<file path="config.mk">
export PLATFORM = sky130hd
export DESIGN_NAME = time_set_controller
export DESIGN_NICKNAME = d
export VERILOG_FILES = /design/src/rtl/time_pkg.sv /design/src/rtl/mod_counter.sv /design/src/rtl/time_set_controller.sv
export SDC_FILE = /design/constraint.sdc
export NUM_CORES = 1
export LEC_CHECK = 0
export BUFFER_PORTS_ARGS = -buffer_cell sky130_fd_sc_hd__buf_2
export CAP_MARGIN = 5
export CORE_MARGIN = 1.5
export CORE_UTILIZATION = 55
export DETAILED_ROUTE_END_ITERATION = 6
export PLACE_DENSITY = 0.78
export REMOVE_ABC_BUFFERS = 1
export SLEW_MARGIN = 10
export SYNTH_ARGS = -nofsm -noshare
export SYNTH_HDL_FRONTEND = slang
export SYNTH_SLANG_ARGS = --single-unit
</file>
<file path="constraint.sdc">
create_clock -name clk -period 2.2 [get_ports clk]
set_input_delay 0.44 -clock clk [delete_from_list [all_inputs] [get_ports clk]]
set_output_delay 0.44 -clock clk [all_outputs]
set_load 0.1 [all_outputs]
</file>
<file path="src/rtl/time_pkg.sv">
// Shared constants and types for the time-of-day counter and its set-mode controller.
// Mode encoding is also the FSM state encoding of time_set_controller.
package time_pkg;

   localparam logic [1:0] MODE_RUN   = 2'd0;
   localparam logic [1:0] MODE_SET_H = 2'd1;
   localparam logic [1:0] MODE_SET_M = 2'd2;

   localparam int SEC_MOD = 60;
   localparam int MIN_MOD = 60;

   localparam int HOUR_W = 5;
   localparam int MIN_W  = 6;
   localparam int SEC_W  = 6;

   typedef struct packed {
      logic [HOUR_W-1:0] hours;
      logic [MIN_W-1:0]  minutes;
      logic [SEC_W-1:0]  seconds;
   } time_t;

endpackage

</file>
<file path="src/rtl/mod_counter.sv">
// Wrapping modulo-MOD counter; any value >= MOD-1 wraps to 0 on the next increment.
// Latency: value updates one clk after inc/clr; carry is combinational (inc at the wrap value).
// Backpressure: none, inc is taken every cycle it is asserted; clr has priority over inc.
module mod_counter #(
   parameter int MOD = 60,
   parameter int W   = 6
) (
   input  logic         clk,
   input  logic         reset_n,
   input  logic         clr,
   input  logic         inc,
   output logic [W-1:0] value,
   output logic         carry
);

   logic at_wrap;

   // Out-of-range values behave like the wrap value so the counter self-heals.
   assign at_wrap = (value >= W'(MOD - 1));
   assign carry   = inc & at_wrap;

   always_ff @(posedge clk or negedge reset_n) begin
      if (!reset_n) begin
         value <= '0;
      end else if (clr) begin
         value <= '0;
      end else if (inc) begin
         value <= at_wrap ? '0 : value + W'(1);
      end
   end

endmodule

</file>
<file path="src/rtl/time_set_controller.sv">
// HH:MM:SS time-of-day sequencer with button-driven set mode, blink phase and set-mode timeout.
// Latency: every output is registered; an input sampled at edge N shows after edge N.
// Backpressure: none, strobes and button pulses are consumed in the cycle they arrive.
module time_set_controller
   import time_pkg::*;
#(
   parameter int HOURS_MOD = 24,
   parameter int TIMEOUT_S = 30
) (
   input  logic              clk,
   input  logic              reset_n,
   input  logic              sec_tick,
   input  logic              mode_btn,
   input  logic              inc_btn,
   output logic [HOUR_W-1:0] hours,
   output logic [MIN_W-1:0]  minutes,
   output logic [SEC_W-1:0]  seconds,
   output logic [1:0]        mode,
   output logic              blink,
   output logic              day_tick
);

   localparam int TW = $clog2(TIMEOUT_S + 1);

   logic          is_run;
   logic          is_set_h;
   logic          is_set_m;
   logic          user_inc;
   logic          sec_inc;
   logic          sec_clr;
   logic          min_inc;
   logic          hr_inc;
   logic          sec_carry;
   logic          min_carry;
   logic          hr_carry;
   logic [TW-1:0] tmo_cnt;
   time_t         now;

   assign is_run   = (mode == MODE_RUN);
   assign is_set_h = (mode == MODE_SET_H);
   assign is_set_m = (mode == MODE_SET_M);

   // mode_btn outranks both inc_btn and a coincident sec_tick.
   assign user_inc = inc_btn & ~mode_btn;
   assign sec_inc  = is_run & sec_tick & ~mode_btn;
   assign sec_clr  = is_run & mode_btn;
   assign min_inc  = sec_carry | (is_set_m & user_inc);
   // Minute wrap only carries while running; a set-mode wrap leaves hours alone.
   assign hr_inc   = (is_run & min_carry) | (is_set_h & user_inc);

   mod_counter #(.MOD(SEC_MOD), .W(SEC_W)) u_sec (
      .clk     (clk),
      .reset_n (reset_n),
      .clr     (sec_clr),
      .inc     (sec_inc),
      .value   (now.seconds),
      .carry   (sec_carry)
   );

   mod_counter #(.MOD(MIN_MOD), .W(MIN_W)) u_min (
      .clk     (clk),
      .reset_n (reset_n),
      .clr     (1'b0),
      .inc     (min_inc),
      .value   (now.minutes),
      .carry   (min_carry)
   );

   mod_counter #(.MOD(HOURS_MOD), .W(HOUR_W)) u_hr (
      .clk     (clk),
      .reset_n (reset_n),
      .clr     (1'b0),
      .inc     (hr_inc),
      .value   (now.hours),
      .carry   (hr_carry)
   );

   assign hours   = now.hours;
   assign minutes = now.minutes;
   assign seconds = now.seconds;

   // Registered alongside the counters so it lines up with the 00:00:00 display.
   always_ff @(posedge clk or negedge reset_n) begin
      if (!reset_n) begin
         day_tick <= 1'b0;
      end else begin
         day_tick <= is_run & hr_carry;
      end
   end

   always_ff @(posedge clk or negedge reset_n) begin
      if (!reset_n) begin
         mode    <= MODE_RUN;
         blink   <= 1'b0;
         tmo_cnt <= '0;
      end else if (mode_btn) begin
         tmo_cnt <= '0;
         case (mode)
            MODE_RUN: begin
               mode  <= MODE_SET_H;
               blink <= 1'b1;
            end
            MODE_SET_H: begin
               mode  <= MODE_SET_M;
               blink <= 1'b1;
            end
            default: begin
               mode  <= MODE_RUN;
               blink <= 1'b0;
            end
         endcase
      end else if (is_set_h || is_set_m) begin
         if (inc_btn) begin
            blink   <= 1'b1;
            tmo_cnt <= '0;
         end else if (sec_tick) begin
            if (tmo_cnt >= TW'(TIMEOUT_S - 1)) begin
               mode    <= MODE_RUN;
               blink   <= 1'b0;
               tmo_cnt <= '0;
            end else begin
               blink   <= ~blink;
               tmo_cnt <= tmo_cnt + TW'(1);
            end
         end
      end else if (!is_run) begin
         // Unused encoding falls back to RUN.
         mode    <= MODE_RUN;
         blink   <= 1'b0;
         tmo_cnt <= '0;
      end
   end

endmodule

</file>
# == Yosys cells after proc, flatten, opt, wreduce, memory -nomap -nowiden ==
# Cells that the tools add are included.
# op_classes
add_sub_neg,4
order_cmp,4
n_eq_ne,7
muxes,25
bitwise,15
reduce_logical,6
# op_table
operator,count
$mux 5,7
$mux 6,4
$add 6x1->6 const B,2
$ge 6x6->1 const B,2
$mux 2,6
$and 1x1->1,11
$add 5x1->5 const B,2
$ge 5x5->1 const B,2
$mux 1,7
$ne 3x2->1 const B,2
$ne 3x3->1 const B,2
$ne 4x4->1 const B,1
$pmux 2 s2,1
$reduce_and 4->1,1
$eq 2x1->1 const B,1
$eq 2x2->1 const B,1
$logic_not 2->1,1
$not 1->1,2
$or 1x1->1,2
$reduce_and 2->1,1
$reduce_bool 2->1,1
$reduce_or 2->1,1
$logic_or 1x1->1,1
# totals
regBits,26
in_bits,5
out_inout_bits,21
elab_cells,68

# == Longest topological paths before layout ==
# Gate-level depths: netlist (run 1).
# logic_depth
ltp_word,10
mapped_depth,7

# == By module ==
# Synthesis (run 1) repeated with hierarchy kept, for this count alone.
# hier_totals
hier_cells,173
hier_area_um2,1564.0
# by_module_without_submodules
mod,instances,cells_each,area_each_um2,seq_area_each_um2
mod_counter at u_min ...,2,39,337.8,150.1
time_set_controller,1,64,595.6,225.2
mod_counter at u_hr,1,31,292.8,125.1

# == Worst setup path after synthesis (run 1) ==
# No wires, ideal clock.
# synth_timing
kind,flip-flop to flip-flop
startpoint,register mode[1]
endpoint,register tmo_cnt[3]
setup_time_ns,0.121
arrival_time_ns,2.209
setup_slack_ns,-0.130
path_stages_with_launch,7
synth_period_minus_slack_ns,2.330
path_cell_list,dfrtp_1 inv_1 ha_1 nor3b_1 o21ba_2 o21ai_0 a22o_1
# synth_via
elab_chain_len,4
word_cells_on_any_way,9
classes_between,4 x eq/ne; 2 x mux; 3 x reduce/logical
# synth_lines
element,line_no,rtl
"start, declared",time_set_controller.sv:18,"output logic [1:0] mode,"
"start signal, assigned",time_set_controller.sv:93,mode <= MODE_RUN;
"start signal, assigned",time_set_controller.sv:100,mode <= MODE_SET_H;
"start signal, assigned",time_set_controller.sv:104,mode <= MODE_SET_M;
$eq 2x1->1 or $eq 2x2->1 (tied branches),"time_set_controller.sv:40, time_set_controller.sv:41",
$logic_or 1x1->1,time_set_controller.sv:112,end else if (is_set_h || is_set_m) begin
$ne 4x4->1 (no source line) (tied with other cells),-,
$reduce_and 2->1 (no source line) or $mux 5 (tied branches),-,
"end signal, assigned",time_set_controller.sv:123,tmo_cnt <= tmo_cnt + TW'(1);
"end, declared",time_set_controller.sv:36,logic [TW-1:0] tmo_cnt;
# Parallel ways exist; a longest one is shown, timed or not.
# A chain may end at the register's enable or synchronous reset.

# == Final worst setup path (run 1) ==
# layout_timing
startpoint,register tmo_cnt[0]
endpoint,register tmo_cnt[4]
# layout_via
elab_chain_len,6
word_cells_on_any_way,7
classes_between,1 x add/sub; 1 x order compare; 5 x mux
# layout_lines
element,line_no,rtl
$add 5x1->5 or $ge 5x5->1 (tied branches),"time_set_controller.sv:123, time_set_controller.sv:117",
$mux 5 *,time_set_controller.sv:117,if (tmo_cnt >= TW'(TIMEOUT_S - 1)) begin
$mux 5 *,time_set_controller.sv:116,end else if (sec_tick) begin
$mux 5 *,time_set_controller.sv:113,if (inc_btn) begin
$mux 5 *,time_set_controller.sv:112,
$mux 5 *,time_set_controller.sv:96,end else if (mode_btn) begin
# Every way passes the cells marked *; elsewhere a longest branch is shown, timed or not. The select of a mux whose other input is x is not followed.

==> metrics, run 1 <==
outcome=finished, final reports clean; Top FF cell, synth=dfrtp_1; final hold vios=0; fin nets=200; Starting Density=0.5706; die area=between 3000 and 4000 sq um; global-route wire length before repair=~5.5 mm; met3 wire len=116 microns; reg2reg path depth=5; row count=19; Synth Warn #=0; minimum clock period=roughly 1900 ps; WL final=between 3 and 4 mm; RSZ-0062 raised after global routing=false; Post-Syn Area=around 1500 sq um; Die Ht=56.03 microns; Hold WC Path Type=in -> async; met2 WL post-DR=1.567 mm; antenna violations before repair=0; antenna cell count=0; footprint of the multi-input gates=between 800 and 900 sq um; r2r setup slk=approximately 300 ps; Max Cap Viol=0; clock edge transition at the registers on the reported setup and hold paths=roughly 150 ps; setup TNS=0 ps; Sink Count=26; CTS Buf Count=3; largest net degree at the start of global routing=27; flops & latches, synth=26; Slew HR=0.6047; port bufs=25; Fin Clk Skew=6.412 ps; cell count after synthesis=158; Post-synth top cells=dfrtp_1, nand3_1, nand2_1; Max FO, Critical Path=6; Synth cell types=46; die width=between 50 and 60 microns; register area share after synthesis=0.4207; CP Launch Type=register; CP arrival=~2200 ps; Remaining Overflow, GRT=0; crit path kind=reg -> reg; DP Area=~1700 sq um; Mapped Avg Cell Area=9.788 sq um; TritonCTS clock tree=done; final instance area=between 1500 and 2000 sq um; hpwl dp=between 2 and 2.5 mm; measured slew at the worst slew-check pin=593.0 ps; M1 WL=approximately 1.5 mm; Routed WL per cell=between 10 and 15 microns; Worst-Skew Late Latency=approximately 330 ps; Detailed Route Iter0 Violations=between 40 and 50; Final ANT Viol Nets=0; Max Freq=approximately 530 MHz; H-tree depth=1; CTS root buf=clkbuf_4; CP Capture Type=register; hold buffer count at cts=0; Setup Fix Bufs, Post-CTS=0; Syn-to-layout area delta=13.35%; max layer used=met4; clk buf depth=2; share of layout cells above drive strength 1=0.2054; top-count cell post-synth=dfrtp_1; number of global-route vias before repair=~1200; Synth top area share=0.4207; area leader, netlist=dfrtp_1; number of synthesized flops with an enable pin=0; DR pass1 iterations=4; Core Area=around 2700 sq um; I/O pin count=26; Final Setup Violations=0; fill count=roughly 230; Critical Path RT=2460 ps; synth top area cells=dfrtp_1, ha_1, nand3_1; final count of pins violating max slew=0; total number of vias=1317; routed vias/inst=~6.1; Post-synth ARST share=1.000; Reg area=650.6 sq um; Final Cycle Share=0.8632; GP Congestion=roughly 0.9; number of remaining DRC errors=0; CTS resizes=0; Total GRT Usage=0.2193
==> stage by stage <==
| stage | util | setup slack [ps] | instances | hold slack (ps) |
|---|---|---|---|---|
| 3_3_place_gp | 0.6274 | 402.0 | 212 | 467.0 |
| 5_1_grt | 0.6468 | 177.3 | 216 | 124.3 |
| 3_5_place_dp | 0.6274 | 335.2 | 212 | 472.4 |
| 6_report | 0.6468 | 301.0 | 216 | 80.68 |
| 4_1_cts | 0.6468 | 308.5 | 216 | 92.66 |
| 2_1_floorplan | - | -129.6 | 156 | 144.4 |
==> state kept, by name, summed over array words and instances, names as in the netlist <==
| signal | flops |
|---|---|
| u_min.value | 6 |
| u_sec.value | 6 |
| tmo_cnt | 5 |
| u_hr.value | 5 |
| mode | 2 |
| blink | 1 |
| day_tick | 1 |
==> critical path: stages (launching register included) <==
cell and delay [ps]:
dfrtp_1 470, ha_1 220, or3_4 410, a2111oi_4 410
nand2_1 160, o22ai_1 160
==> final timing paths <==
check	start	end
setup reg to reg	tmo_cnt[0]	tmo_cnt[4]
hold reg to reg	tmo_cnt[2]	tmo_cnt[2]
setup / recovery	tmo_cnt[0]	tmo_cnt[4]
min in group clk	inc_btn	tmo_cnt[2]
max in group asynchronous	reset_n	blink
hold / removal	reset_n	day_tick
==> routing by layer <==
layer | vias up | GRT usage
li1 | 644 | -
met1 | 633 | 0.3002
met2 | 35 | 0.3597
met3 | 5 | 0.02791
met4 | 0 | 0.07483
met5 | - | 0
==> cell usage in the layout, fill, tap and decap left out, types with 3 or more instances in the layout <==
master	count
buf_2	25
nand2_1	13
a21o_1	4
a22o_1	4
dfrtp_1	26
and3_1	3
nand3_1	14
o21ai_0	10
inv_1	10
mux2i_1	3
ha_1	9
clkbuf_4	3
a21oi_1	7
o21ai_1	6
nor2_1	7
==> kinds of logic (layout without fill, tap and decap cells) <==
| group | count (synthesis) | count (layout) | synth area share |
|---|---|---|---|
| mux | 3 | 3 | 0.01942 |
| buf+inv | 12 | 39 | 0.03075 |
| flops | 26 | 26 | 0.4207 |
| xor+xnor | 2 | 2 | 0.01133 |
| compound gates | 49 | 49 | 0.2387 |
| fa+ha+maj | 10 | 10 | 0.07929 |
| simple gates | 56 | 56 | 0.1998 |
==> layout make-up <==
type | count | share of cell area
inverter | 10 | 0.02141
clock inverter | 1 | 0.01713
clock buffer | 3 | 0.01285
multi-input combinational | 120 | 0.4839
timing repair buffer | 25 | 0.07138
tap | 31 | 0.02213
sequential | 26 | 0.3712
Power of run 1 is not shown: default switching activity piles up to over one toggle a cycle in this logic, so the estimate is an artifact.
==> run 2, diff against run 1 <==
- clock period: 2.2 -> 1.9 ns (I/O delays scaled with it)
==> metrics, run 2 (same netlist as run 1, synthesis figures left out) <==
outcome=finished, final reports clean; routed vias/inst=5.982 (-1.9%); H-tree depth=1 (unchanged); clock network fraction of design power=0.073; Remaining Overflow, GRT=0 (unchanged); minimum clock period=1841 ps (-58.42 ps); Crit Reg-Reg Endpoint=tmo_cnt[4]; reg2reg path depth=7 (+2); measured slew at the worst slew-check pin=583.1 ps (-9.876 ps); final hold vios=0 (unchanged); hold buffer count at cts=0 (unchanged); clock edge transition at the registers on the reported setup and hold paths=140 ps (about the same); Core Area=2710 sq um (unchanged); Sink Count=26 (unchanged); Final Setup Violations=0 (unchanged); CTS root buf=clkbuf_4; Total GRT Usage=0.2260 (+0.006648); RSZ-0062 raised after global routing=true; fill count=226 (-2.6%); CTS Buf Count=3 (unchanged); largest net degree at the start of global routing=27 (unchanged); leakage=0.8683 nW; Final Util=0.6644 (+0.01754); global-route wire length before repair=5.720 mm (+3.6%); Final ANT Viol Nets=0 (unchanged); internal power=about 1.3 mW; pwr/cell area=about 1800 nW/um^2; number of remaining DRC errors=0 (unchanged); I/O pin count=26 (unchanged); WL final=3.355 mm (+5.1%); most common cell after layout, fill and taps aside=dfrtp_1; Final Cycle Share=0.9687 (+0.1055); hpwl dp=2.421 mm (+5.2%); worst setup margin=59.40 ps (-241.6 ps); Starting Density=0.5706 (unchanged); total number of vias=1328 (+0.84%); Top Registers=u_min.value x6, u_sec.value x6; final count of pins violating max slew=0 (unchanged); Max FO, Critical Path=3 (-3); r2r setup slk=60 ps (-240 ps); DP Area=1730 sq um (+1.8%); Slew HR=0.6113 (+0.006584); Critical Path RT=2150 ps (-310 ps); clk buf depth=2 (unchanged); CP Capture Type=register; Max Freq=543.3 MHz (+3.2%); die width=56.03 microns (unchanged); combinational share of power=0.657; Routed WL per cell=15.11 microns (+2.3%); antenna violations before repair=0 (unchanged); pre-CTS setup slack=-59.77 ps (-394.9 ps); TritonCTS clock tree=done; CP Launch Type=register; Worst-Skew Late Latency=320 ps (about the same); antenna cell count=0 (unchanged); number of global-route vias before repair=1332 (+8.0%); crit path kind=reg -> reg; DR pass1 iterations=4 (unchanged); Seq pwr share=0.270; Worst VDD drop=1671 uV; Detailed Route Iter0 Violations=62 (+35%); die area=3139 sq um (unchanged); Die Ht=56.03 microns (unchanged); leading cell types in the layout, fill and taps excluded=dfrtp_1, buf_2, nand3_1; Sw Pwr=1.887 mW; GP Congestion=0.9157 (+1.8%); share of layout cells above drive strength 1=0.2565 (+0.05114); Critical R2R Launch=tmo_cnt[1]; port bufs=25 (unchanged); Max Cap Viol=0 (unchanged); row count=19 (unchanged); final instance area=1800 sq um (+2.7%); switch share=0.5939; Hold WC Path Type=in -> async; Syn-to-layout area delta=16.42%; fin nets=207 (+3.5%); CP arrival=2090 ps (-70 ps); Fin Clk Skew=9.248 ps (+2.836 ps)
## run 2: worst max-delay path: stages, from the launching register on
cell and delay (ps):
dfrtp_1 400, inv_2 70, ha_4 150, or3_4 390, a2111oi_4 370, buf_4 190
a21oi_1 50, o22ai_1 150
## run 2: power groups by stage
stage	Clock (mW)	Sequential, mW	Combinational (mW)
6_report	0.231	0.858	2.09
5_1_grt	0.260	0.890	2.23
4_1_cts	0.243	0.850	2.03
3_5_place_dp	0	0.863	2.01
3_3_place_gp	0	0.850	1.97
2_1_floorplan	0	1.80	0.682
## run 2: cell type report
cell class                 instances  area [sq um]  share of cell area
timing repair buffer              32         177.7             0.09868
multi-input combinational        120         873.3              0.4851
inverter                          10         37.54             0.02085
sequential                        26         650.6              0.3614
tap                               31         38.79             0.02154
clock buffer                       3         22.52             0.01251
## run 2: metal layers
layer / global-route usage / wire length (microns) / share of wire / vias up
li1: - / - / - / 655
met1: 0.2887 / 1509 / 0.45 / 642
met2: 0.3832 / 1712 / 0.51 / 27
met3: 0.02791 / 98 / 0.029 / 4
met4: 0.09864 / 34 / 0.010 / 0
met5: 0 / 0 / 0 / -
## run 2: what timing repair did
action,in CTS,in global routing
endpoints found under the setup margin,2,6
buffers inserted,2,1
pin swaps,2,3
resized for setup,0,6
## run 2: worst max-delay path by stage
stage | slack [ps] | endpoint | from | depth (start not counted)
after floorplan | -430 | tmo_cnt[3] | mode[1] | 6
after global placement | 130 | tmo_cnt[4] | tmo_cnt[1] | 6
after detailed placement | -60 | tmo_cnt[1] | tmo_cnt[1] | 6
after CTS | 10 | tmo_cnt[2] | tmo_cnt[1] | 7
after global routing | -50 | tmo_cnt[1] | mode[1] | 6
final | 60 | tmo_cnt[4] | tmo_cnt[1] | 7
## run 2: stage by stage
stage / instances / TNS (ps) / power, mW / hold WS, ps
2_1_floorplan: 156 / -6235 / 2.480 / 84.41
3_3_place_gp: 216 / 0 / 2.823 / 406.7
3_5_place_dp: 216 / -59.77 / 2.874 / 417.0
4_1_cts: 221 / 0 / 3.121 / 48.62
5_1_grt: 222 / -118.7 / 3.382 / 73.86
6_report: 222 / 0 / 3.177 / 45.02
Power figures use the tool's default switching activity.
